File: src/rtl/hazard_pkg.sv
// Shared types and widths for the pipeline hazard controller and its helpers.
package hazard_pkg;

    localparam int REG_ADDR_W = 5;
    localparam int FCNT_W     = 3;

    typedef enum logic [1:0] {
        RUN      = 2'd0,
        FLUSH    = 2'd1,
        MEM_WAIT = 2'd2
    } hz_state_t;

endpackage

File: src/rtl/hazard_controller_if.sv
// Signal bundle between the pipeline stages and hazard_controller.
// Perf counter outputs exist only when HAZARD_PERF_CNT_EN is defined.
interface hazard_controller_if;
    import hazard_pkg::*;

    logic [REG_ADDR_W-1:0] id_rs1_i;
    logic [REG_ADDR_W-1:0] id_rs2_i;
    logic                  id_rs1_used_i;
    logic                  id_rs2_used_i;
    logic [REG_ADDR_W-1:0] ex_rd_i;
    logic                  ex_mem_read_i;
    logic                  mispredict_i;
    logic                  dmem_req_i;
    logic                  dmem_ready_i;
    logic                  stall_if_o;
    logic                  buble_o;
    logic                  flush_if_o;
    logic                  flush_id_o;
    logic [1:0]            state_o;
`ifdef HAZARD_PERF_CNT_EN
    logic [31:0]           stall_cnt_o;
    logic [31:0]           flush_cnt_o;
`endif

    modport master (
        output id_rs1_i, id_rs2_i, id_rs1_used_i, id_rs2_used_i,
        output ex_rd_i, ex_mem_read_i, mispredict_i, dmem_req_i, dmem_ready_i,
`ifdef HAZARD_PERF_CNT_EN
        input  stall_cnt_o, flush_cnt_o,
`endif
        input  stall_if_o, buble_o, flush_if_o, flush_id_o, state_o
    );

    modport slave (
        input  id_rs1_i, id_rs2_i, id_rs1_used_i, id_rs2_used_i,
        input  ex_rd_i, ex_mem_read_i, mispredict_i, dmem_req_i, dmem_ready_i,
`ifdef HAZARD_PERF_CNT_EN
        output stall_cnt_o, flush_cnt_o,
`endif
        output stall_if_o, buble_o, flush_if_o, flush_id_o, state_o
    );

endinterface

File: src/rtl/load_use_detect.sv
// Combinational load-use compare between the ID source registers and the EX load target.
module load_use_detect
    import hazard_pkg::*;
(
    input  logic [REG_ADDR_W-1:0] id_rs1,
    input  logic [REG_ADDR_W-1:0] id_rs2,
    input  logic                  id_rs1_used,
    input  logic                  id_rs2_used,
    input  logic [REG_ADDR_W-1:0] ex_rd,
    input  logic                  ex_mem_read,
    output logic                  hazard
);

    logic rs1_hit;
    logic rs2_hit;

    assign rs1_hit = id_rs1_used && (id_rs1 == ex_rd);
    assign rs2_hit = id_rs2_used && (id_rs2 == ex_rd);

    // x0 is hardwired zero, so a load targeting it never creates a dependency
    assign hazard = ex_mem_read && (ex_rd != '0) && (rs1_hit || rs2_hit);

endmodule

File: src/rtl/hazard_controller.sv
// Pipeline hazard sequencer: load-use stalls, multi-cycle mispredict flush, memory freeze.
// Optional HAZARD_PERF_CNT_EN adds stall/flush event counters.
//
// state    | meaning
// ---------+---------------------------------------------
// RUN      | normal flow, load-use stalls handled inline
// FLUSH    | counting down remaining flush cycles (fcnt)
// MEM_WAIT | pipe frozen on an outstanding data access
module hazard_controller
    import hazard_pkg::*;
#(
    parameter int FLUSH_DEPTH = 1
) (
    input  logic          clk,
    input  logic          reset,
    hazard_controller_if.slave hz
);

    localparam logic [1:0] ST_RUN      = RUN;
    localparam logic [1:0] ST_FLUSH    = FLUSH;
    localparam logic [1:0] ST_MEM_WAIT = MEM_WAIT;

    localparam logic [FCNT_W-1:0] FCNT_RELOAD = FCNT_W'(FLUSH_DEPTH - 1);

    logic [1:0]        state;
    logic [1:0]        state_nxt;
    logic [FCNT_W-1:0] fcnt;
    logic [FCNT_W-1:0] fcnt_nxt;
    logic              pend_flush;
    logic              pend_nxt;

    logic              load_use;
    logic              mw;
    logic              mp_eff;
    logic              mp_apply;
    logic              stall_c;
    logic              buble_c;
    logic              flush_if_c;
    logic              flush_id_c;

    load_use_detect u_load_use_detect (
        .id_rs1      (hz.id_rs1_i),
        .id_rs2      (hz.id_rs2_i),
        .id_rs1_used (hz.id_rs1_used_i),
        .id_rs2_used (hz.id_rs2_used_i),
        .ex_rd       (hz.ex_rd_i),
        .ex_mem_read (hz.ex_mem_read_i),
        .hazard      (load_use)
    );

    assign mw     = hz.dmem_req_i & ~hz.dmem_ready_i;
    // pend_flush is only ever set while frozen, so it applies exactly on the exit cycle
    assign mp_eff = hz.mispredict_i | pend_flush;

    // A nonzero fcnt means flush cycles remain, whether we are in FLUSH or were
    // interrupted into MEM_WAIT; the exit cycle from MEM_WAIT is itself a flush cycle.
    always_comb begin
        state_nxt  = state;
        fcnt_nxt   = fcnt;
        pend_nxt   = pend_flush;
        mp_apply   = 1'b0;
        stall_c    = 1'b0;
        buble_c    = 1'b0;
        flush_if_c = 1'b0;
        flush_id_c = 1'b0;

        if (mw) begin
            stall_c   = 1'b1;
            buble_c   = 1'b1;
            state_nxt = ST_MEM_WAIT;
            if (hz.mispredict_i) begin
                pend_nxt = 1'b1;
            end
        end else begin
            pend_nxt = 1'b0;
            if (mp_eff) begin
                flush_if_c = 1'b1;
                flush_id_c = 1'b1;
                fcnt_nxt   = FCNT_RELOAD;
                mp_apply   = 1'b1;
            end else if (fcnt != '0) begin
                flush_if_c = 1'b1;
                flush_id_c = 1'b1;
                fcnt_nxt   = fcnt - FCNT_W'(1);
            end else if (load_use && (state != ST_FLUSH)) begin
                stall_c    = 1'b1;
                flush_id_c = 1'b1;
            end
            state_nxt = (fcnt_nxt != '0) ? ST_FLUSH : ST_RUN;
        end
    end

    always_ff @(posedge clk or posedge reset) begin
        if (reset) begin
            state      <= ST_RUN;
            fcnt       <= '0;
            pend_flush <= 1'b0;
        end else begin
            state      <= state_nxt;
            fcnt       <= fcnt_nxt;
            pend_flush <= pend_nxt;
        end
    end

    // Outputs are forced low for the whole reset window, not just after the edge
    assign hz.stall_if_o = stall_c    & ~reset;
    assign hz.buble_o    = buble_c    & ~reset;
    assign hz.flush_if_o = flush_if_c & ~reset;
    assign hz.flush_id_o = flush_id_c & ~reset;
    assign hz.state_o    = state;

`ifdef HAZARD_PERF_CNT_EN
    logic [31:0] stall_cnt;
    logic [31:0] flush_cnt;

    always_ff @(posedge clk or posedge reset) begin
        if (reset) begin
            stall_cnt <= '0;
            flush_cnt <= '0;
        end else begin
            if (stall_c) begin
                stall_cnt <= stall_cnt + 32'd1;
            end
            if (mp_apply) begin
                flush_cnt <= flush_cnt + 32'd1;
            end
        end
    end

    assign hz.stall_cnt_o = stall_cnt;
    assign hz.flush_cnt_o = flush_cnt;
`endif

endmodule

File: src/flat_wrapper.sv
// flat-port wrapper written by rule: the top's interface ports become plain ports
module hazard_controller_flat import hazard_pkg::*;
#(
    parameter int FLUSH_DEPTH = 1
)
  (clk, reset, hz_id_rs1_i, hz_id_rs2_i, hz_id_rs1_used_i, hz_id_rs2_used_i, hz_ex_rd_i, hz_ex_mem_read_i, hz_mispredict_i, hz_dmem_req_i, hz_dmem_ready_i, hz_stall_if_o, hz_buble_o, hz_flush_if_o, hz_flush_id_o, hz_state_o);
  hazard_controller_if hz_i ();
  input  logic clk;
  input  logic reset;
  input wire logic [$bits(hz_i.id_rs1_i)-1:0] hz_id_rs1_i;
  input wire logic [$bits(hz_i.id_rs2_i)-1:0] hz_id_rs2_i;
  input wire logic [$bits(hz_i.id_rs1_used_i)-1:0] hz_id_rs1_used_i;
  input wire logic [$bits(hz_i.id_rs2_used_i)-1:0] hz_id_rs2_used_i;
  input wire logic [$bits(hz_i.ex_rd_i)-1:0] hz_ex_rd_i;
  input wire logic [$bits(hz_i.ex_mem_read_i)-1:0] hz_ex_mem_read_i;
  input wire logic [$bits(hz_i.mispredict_i)-1:0] hz_mispredict_i;
  input wire logic [$bits(hz_i.dmem_req_i)-1:0] hz_dmem_req_i;
  input wire logic [$bits(hz_i.dmem_ready_i)-1:0] hz_dmem_ready_i;
  output wire logic [$bits(hz_i.stall_if_o)-1:0] hz_stall_if_o;
  output wire logic [$bits(hz_i.buble_o)-1:0] hz_buble_o;
  output wire logic [$bits(hz_i.flush_if_o)-1:0] hz_flush_if_o;
  output wire logic [$bits(hz_i.flush_id_o)-1:0] hz_flush_id_o;
  output wire logic [$bits(hz_i.state_o)-1:0] hz_state_o;
  assign hz_i.id_rs1_i = hz_id_rs1_i;
  assign hz_i.id_rs2_i = hz_id_rs2_i;
  assign hz_i.id_rs1_used_i = hz_id_rs1_used_i;
  assign hz_i.id_rs2_used_i = hz_id_rs2_used_i;
  assign hz_i.ex_rd_i = hz_ex_rd_i;
  assign hz_i.ex_mem_read_i = hz_ex_mem_read_i;
  assign hz_i.mispredict_i = hz_mispredict_i;
  assign hz_i.dmem_req_i = hz_dmem_req_i;
  assign hz_i.dmem_ready_i = hz_dmem_ready_i;
  assign hz_stall_if_o = hz_i.stall_if_o;
  assign hz_buble_o = hz_i.buble_o;
  assign hz_flush_if_o = hz_i.flush_if_o;
  assign hz_flush_id_o = hz_i.flush_id_o;
  assign hz_state_o = hz_i.state_o;
  hazard_controller #(.FLUSH_DEPTH(FLUSH_DEPTH)) u_core (.clk(clk), .reset(reset), .hz(hz_i));
endmodule
File: config.mk
export PLATFORM = sky130hd
export DESIGN_NAME = hazard_controller_flat
export DESIGN_NICKNAME = d
export VERILOG_FILES = /design/src/rtl/hazard_pkg.sv /design/src/rtl/hazard_controller_if.sv /design/src/rtl/load_use_detect.sv /design/src/rtl/hazard_controller.sv /design/src/flat_wrapper.sv
export SDC_FILE = /design/constraint.sdc
export NUM_CORES = 1
export LEC_CHECK = 0
export CORE_AREA = 2 2 39 41
export DETAILED_ROUTE_END_ITERATION = 8
export DIE_AREA = 0 0 41 43
export PLACE_DENSITY_LB_ADDON = 0.3
export SLEW_MARGIN = 20
export SYNTH_ARGS = -nofsm -noshare
export SYNTH_HDL_FRONTEND = slang
export SYNTH_SLANG_ARGS = --single-unit
File: constraint.sdc
create_clock -name clk -period 4.2 [get_ports clk]
set_input_delay 0.42 -clock clk [delete_from_list [all_inputs] [get_ports clk]]
set_output_delay 0.42 -clock clk [all_outputs]
set_load 0.02 [all_outputs]
==> impl_metrics.csv, run 1 <==
group,metric,value,unit
status,outcome,"finished clean",
critical_path,start_kind,"register",
route,dr_total_vias,527,
floorplan,die_w,41,um
hold_path,hold_path.class,"reg2reg",
critical_path,cp-end-kind,"primary output",
yosys,ys_warn_count,0,
clocking,htreeDepth,1,
critical_path,critPathKind,"reg2out",
global_route,grt_pass1_vias,486,
route,drtAntennaViolNets,0,
clocking,root_buffer,"clkbuf_4",
clocking,cts_resized,0,
clocking,post-cts-setup-buffers,0,
yosys,syn_nets,80,
critical_path,path_max_fanout,5,
timing,worst_pin_slew,305,ps
cells_and_area,num_antenna_cells,0,
run,drv_cap,0,
cells_and_area,fin_util,58.3,%
cells_and_area,area_delta_synth_final,66.7,%
floorplan,die_h,43,um
clocking,clk_pin_slew_worst_paths,40,ps
yosys,syn_inst,55,
timing,fin_crit_sh,71.5,%
pwr,ir_worst_vdd,89.8,uV
critical_path,worstReg2RegEnd,"u_core.fcnt[1]",
timing,min_period,3000,ps
hold_path,hold_depth,2,
route,viasPerCell,5.17,
critical_path,worstSetupEndpoint,"hz_stall_if_o",
global_route,grt_usage,17.4,%
yosys,synth_area,484,um^2
global_route,grt_pass1_wl,2020,um
critical_path,startpoint,"u_core.fcnt[0]",
cells_and_area,final_nets,113,
pwr,p_per_area,203,nW/um^2
timing,rsz0062_at_grt,"false",
route,drcViolationCount,0,
place,dp_hpwl,1090,um
place,gp_congestion,0.772,
timing,finalSetupTns,0,ps
route,detail_route.wl_per_cell,12.5,um
timing,max_slew_margin,79.5,%
floorplan,fp.coreArea,1380,um^2
cells_and_area,drive_gt1_share,6.98,%
yosys,yosysSeqAreaShare,31.0,%
timing,max_freq,333,MHz
critical_path,regToRegSetupSlack,2630,ps
clocking,cts_tree,"yes",
floorplan,pin_count,29,
yosys,syn_area_per_cell,8.80,um^2
pwr,p_leak,0.350,nW
timing,setup_viol,0,
critical_path,reg2reg_from,"u_core.fcnt[0]",
global_route,overflow,0,
critical_path,cp.arrival,2580,ps
floorplan,initial_utilization,35.0,%
clocking,holdBufCountCts,0,
floorplan,dieArea,1760,um^2
clocking,tritoncts.num_buffers,3,
timing,final_hold_viol_count,0,
route,dr.pass1.iters,4,
timing,slew_viol_final,0,
place,io_buffers,28,
global_route,antenna_found_initial,0,
floorplan,placementRows,14,
clocking,clock_tree.buffer_depth,2,
yosys,synth-seq-cells,6,
critical_path,cp.required,3780,ps
clocking,clkSinkCount,6,
route,wirelength,1270,um
clocking,worstSkewPairLatency,250,ps
yosys,synth.distinct_cells,25,
timing,fin_skew,8.62,ps
critical_path,r2r.worst_path.cells,6,
route,first_iter_violations,7,
global_route,grt_max_degree,8,
worst min path at each step:
stage | start | end
after global routing | u_core.fcnt[1] | u_core.fcnt[1]
final | u_core.fcnt[1] | u_core.fcnt[1]
after floorplan | reset | u_core.fcnt[0]
after detailed placement | u_core.fcnt[1] | u_core.fcnt[1]
after CTS | u_core.fcnt[1] | u_core.fcnt[1]
after global placement | u_core.fcnt[1] | u_core.fcnt[1]
through the flow:
stage	cells	total power, mW	hold WS (ps)	worst slack [ps]	area, um^2
floorplan	55	0.0797	216	2040	484
detailed placement	99	0.112	491	1300	785
finish	102	0.163	495	1200	807
global route	102	0.174	545	1080	807
global placement	99	0.110	473	1340	785
CTS	102	0.165	499	1190	807
cells by family (layout without fill, tap and decap cells):
group                      count (synthesis)  count (layout)  synth area share [%]
and+or+nand+nor                           20              20                  23.3
AOI/OAI and AO/OA                         11              11                  17.8
xor gates and xnor gates                  10              10                  18.1
DFF                                        6               6                  31.0
buffers and inverters                      6              37                  4.65
adders and majority gates                  2               2                  5.17
cell usage after synthesis, drive strengths merged:
cell type | n | area share [%]
a31oi | 1 | 1.3
a32o | 1 | 2.1
a32oi | 1 | 1.8
and2 | 1 | 1.3
and3 | 1 | 1.6
dfrtp | 6 | 31
ha | 2 | 5.2
inv | 6 | 4.7
nand2 | 4 | 3.1
nand2b | 1 | 1.3
nand4 | 1 | 1.3
nor2 | 4 | 3.1
nor3 | 2 | 2.1
nor4 | 2 | 2.6
o211a | 1 | 2.1
o21ai | 3 | 3.1
o21bai | 1 | 1.6
o221ai | 1 | 1.8
o22ai | 1 | 2.6
o31ai | 1 | 1.6
or3 | 2 | 2.6
or4 | 1 | 1.6
or4b | 1 | 2.8
xnor2 | 2 | 3.6
xor2 | 8 | 14
flip-flops by register name, indices dropped and copies added (netlist names):
register,flops
u_core.fcnt,3
u_core.hz.state_o,2
u_core.pend_flush,1
cells in the final DEF (no fill, tap or decap):
cell / count
o21bai_1: 1
ha_1: 2
o221ai_1: 1
nand2_1: 4
or4b_4: 1
a32o_1: 1
o211a_1: 1
xor2_1: 8
o22ai_2: 1
a31oi_1: 1
nor2_1: 4
and2_0: 1
inv_1: 6
nor3_1: 2
a32oi_1: 1
dfrtp_1: 6
o21ai_0: 3
nand4_1: 1
clkdlybuf4s50_1: 28
nand2b_1: 1
xnor2_1: 2
or4_1: 1
clkbuf_4: 3
and3_2: 1
nor4_1: 2
or3_1: 2
o31ai_1: 1
power by group:
group          internal, mW  total [mW]  switching, mW
Combinational        0.0312      0.0509         0.0196
Sequential           0.0589      0.0597       0.000734
Clock                0.0323      0.0529         0.0206
Total                 0.122       0.163         0.0410
routing by layer:
metal,wire length [um],vias up,part of all wire [%],GRT usage (%)
li1,-,260,-,-
met1,501,243,39,19.9
met2,627,19,49,27.2
met3,115,5,9.0,5.24
met4,29,0,2.3,10.0
met5,0,-,0,0
critical path, stage by stage (launching register included):
cell and delay (ps):
dfrtp_1 410, inv_1 110, ha_1 240, or4b_4 490, or3_1 370, o22ai_2 100, clkdlybuf4s50_1 620
final cells by class:
class	count	area, um^2
Clock buffer	3	22.5
Fill cell	133	577
Inverter	6	22.5
Multi-Input combinational cell	43	312
Sequential cell	6	150
Tap cell	16	20.0
Timing Repair Buffer	28	280
No activity file was read; power rests on OpenSTA's default activity.
==> run 2, diff against run 1 <==
--- a/config.mk
+++ b/config.mk
@@ -5,9 +5,9 @@
 export SDC_FILE = /design/constraint.sdc
 export NUM_CORES = 1
 export LEC_CHECK = 0
-export CORE_AREA = 2 2 39 41
+export CORE_MARGIN = 2
+export CORE_UTILIZATION = 35
 export DETAILED_ROUTE_END_ITERATION = 8
-export DIE_AREA = 0 0 41 43
 export PLACE_DENSITY_LB_ADDON = 0.3
 export SLEW_MARGIN = 20
 export SYNTH_ARGS = -nofsm -noshare
==> constraint.sdc (replaced) <==
create_clock -name clk -period 2.8 [get_ports clk]
set_input_delay 0.28 -clock clk [delete_from_list [all_inputs] [get_ports clk]]
set_output_delay 0.28 -clock clk [all_outputs]
set_load 0.02 [all_outputs]
==> run 2 against run 1 <==
  * Sequential share of layout area up 0.058 points
  * Combinational power increased by 47%
  * Worst setup slack got worse by 1100 ps
  * Largest power group unchanged
  * Core utilization up 3.5 points
  * Total power up 50%
==> impl_metrics.csv, run 2 (synthesis results as in run 1) <==
group,metric,value,unit
critical_path,cp.required,2520,ps
clocking,cts_tree,"yes",
timing,fin_crit_sh,96.1,%
critical_path,cp-end-kind,"primary output",
pwr,p_leak,0.354,nW
timing,max_freq,372,MHz
route,dr.pass1.iters,4,
floorplan,die_w,41.2,um
route,detail_route.wl_per_cell,12.0,um
floorplan,initial_utilization,37.2,%
cells_and_area,area_delta_synth_final,66.2,%
cells_and_area,fin_util,61.8,%
pwr,switchingPower,62.6,uW
critical_path,critPathKind,"reg2out",
place,pre_cts_slack,190,ps
clocking,tritoncts.num_buffers,3,
cells_and_area,largest_reg_flops,3,
hold_path,hold_path.class,"in2async",
global_route,grt_usage,17.9,%
cells_and_area,final_area,805,um^2
route,viasPerCell,4.96,
critical_path,reg2reg_from,"u_core.fcnt[0]",
global_route,grt_pass1_wl,1860,um
pwr,clkPwrFrac,33.2,%
clocking,clkSinkCount,6,
clocking,worstSkewPairLatency,250,ps
cells_and_area,final_common_cell,"clkdlybuf4s50_1",
timing,setup_viol,0,
timing,rsz0062_at_grt,"false",
pwr,p_int,183,uW
timing,finalSetupTns,0,ps
status,outcome,"finished clean",
critical_path,startpoint,"u_core.fcnt[0]",
floorplan,fp.coreArea,1300,um^2
route,first_iter_violations,3,
route,drcViolationCount,0,
floorplan,pin_count,29,
cells_and_area,drive_gt1_share,6.98,%
place,placed_cell_area,783,um^2
place,gp_congestion,0.698,
timing,worst_pin_slew,296,ps
pwr,comb_power_share,30.4,%
critical_path,cp.arrival,2410,ps
clocking,clock_tree.buffer_depth,2,
place,io_buffers,28,
pwr,switching_share,25.5,%
place,dp_hpwl,1010,um
cells_and_area,num_antenna_cells,0,
global_route,overflow,0,
clocking,clk_pin_slew_worst_paths,50,ps
pwr,p_per_area,306,nW/um^2
floorplan,dieArea,1700,um^2
global_route,grt_max_degree,8,
route,dr_total_vias,501,
timing,fin_skew,1.47,ps
timing,setup_ws,108,ps
floorplan,placementRows,13,
clocking,htreeDepth,1,
critical_path,start_kind,"register",
route,drtAntennaViolNets,0,
timing,final_hold_viol_count,0,
cells_and_area,final_nets,113,
cells_and_area,mostFrequentLayoutCells,"clkdlybuf4s50_1, xor2_1, inv_1, dfrtp_1",
run,drv_cap,0,
critical_path,path_max_fanout,5,
cells_and_area,regMostFlops,"u_core.fcnt",
floorplan,die_h,41.2,um
route,wirelength,1210,um
pwr,seq_power_share,36.4,%
global_route,antenna_found_initial,0,
timing,max_slew_margin,80.1,%
global_route,grt_pass1_vias,455,
pwr,ir_worst_vdd,195,uV
timing,min_period,2690,ps
timing,slew_viol_final,0,
pwr,total_power,246,uW
clocking,root_buffer,"clkbuf_4",
==> run 2: changes by cell type in the layout (fill, tap and decap cells not counted), sizes merged <==
cell | before | now
dlygate4sd2 | 0 | 1
clkdlybuf4s50 | 28 | 27
==> run 2: per-stage QoR <==
stage | hold slack, ps | cells
final | 375 | 101
after CTS | 385 | 101
after detailed placement | 473 | 98
after floorplan | 75.9 | 55
after global placement | 469 | 98
after global routing | 412 | 101
==> run 2: timing repair <==
action / 4_1_cts / 5_1_grt
endpoints found under the setup margin: 1 / 0
hold buffers: 0 / 0
gates resized for setup: 1 / 0
buffers inserted: 0 / 0
==> run 2: layer usage <==
| layer | vias up | GRT usage (%) | wire length [um] |
|---|---|---|---|
| li1 | 261 | - | - |
| met1 | 217 | 21.8 | 558 |
| met2 | 17 | 25.8 | 522 |
| met3 | 6 | 4.89 | 87 |
| met4 | 0 | 14.5 | 43 |
| met5 | - | 0 | 0 |
==> run 2: worst max-delay path: stages (launching register included) <==
cell and delay [ps]:
dfrtp_1 410, inv_1 110, ha_1 240, or4b_4 490, and3_2 230, o21bai_1 140
clkdlybuf4s50_1 540
==> run 2: path summary, 6_finish.rpt <==
| path | endpoint | slack, ps | depth (start not counted) |
|---|---|---|---|
| hold reg to reg | u_core.fcnt[1] | 480 | 2 |
| setup reg to reg | u_core.fcnt[0] | 1220 | 6 |
| setup / recovery | hz_flush_id_o | 110 | 6 |
| hold / removal | u_core.pend_flush | 370 | 2 |
| min in group clk | u_core.fcnt[1] | 480 | 2 |
| max in group asynchronous | u_core.fcnt[0] | 2230 | 2 |
==> run 2: power groups by stage <==
stage | registers, mW | logic, mW | clock network [mW]
after global routing | 0.0897 | 0.0813 | 0.0916
after detailed placement | 0.0908 | 0.0759 | 0
final | 0.0894 | 0.0749 | 0.0817
after floorplan | 0.0915 | 0.0281 | 0
after CTS | 0.0894 | 0.0757 | 0.0841
after global placement | 0.0907 | 0.0748 | 0
==> run 2: cell type report <==
type | instances | area (um^2)
fillers | 112 | 497
multi-input cells | 43 | 312
repair buffers | 28 | 279
flip-flops and latches | 6 | 150
clock buffers | 3 | 22.5
inverters | 6 | 22.5
well taps | 15 | 18.8
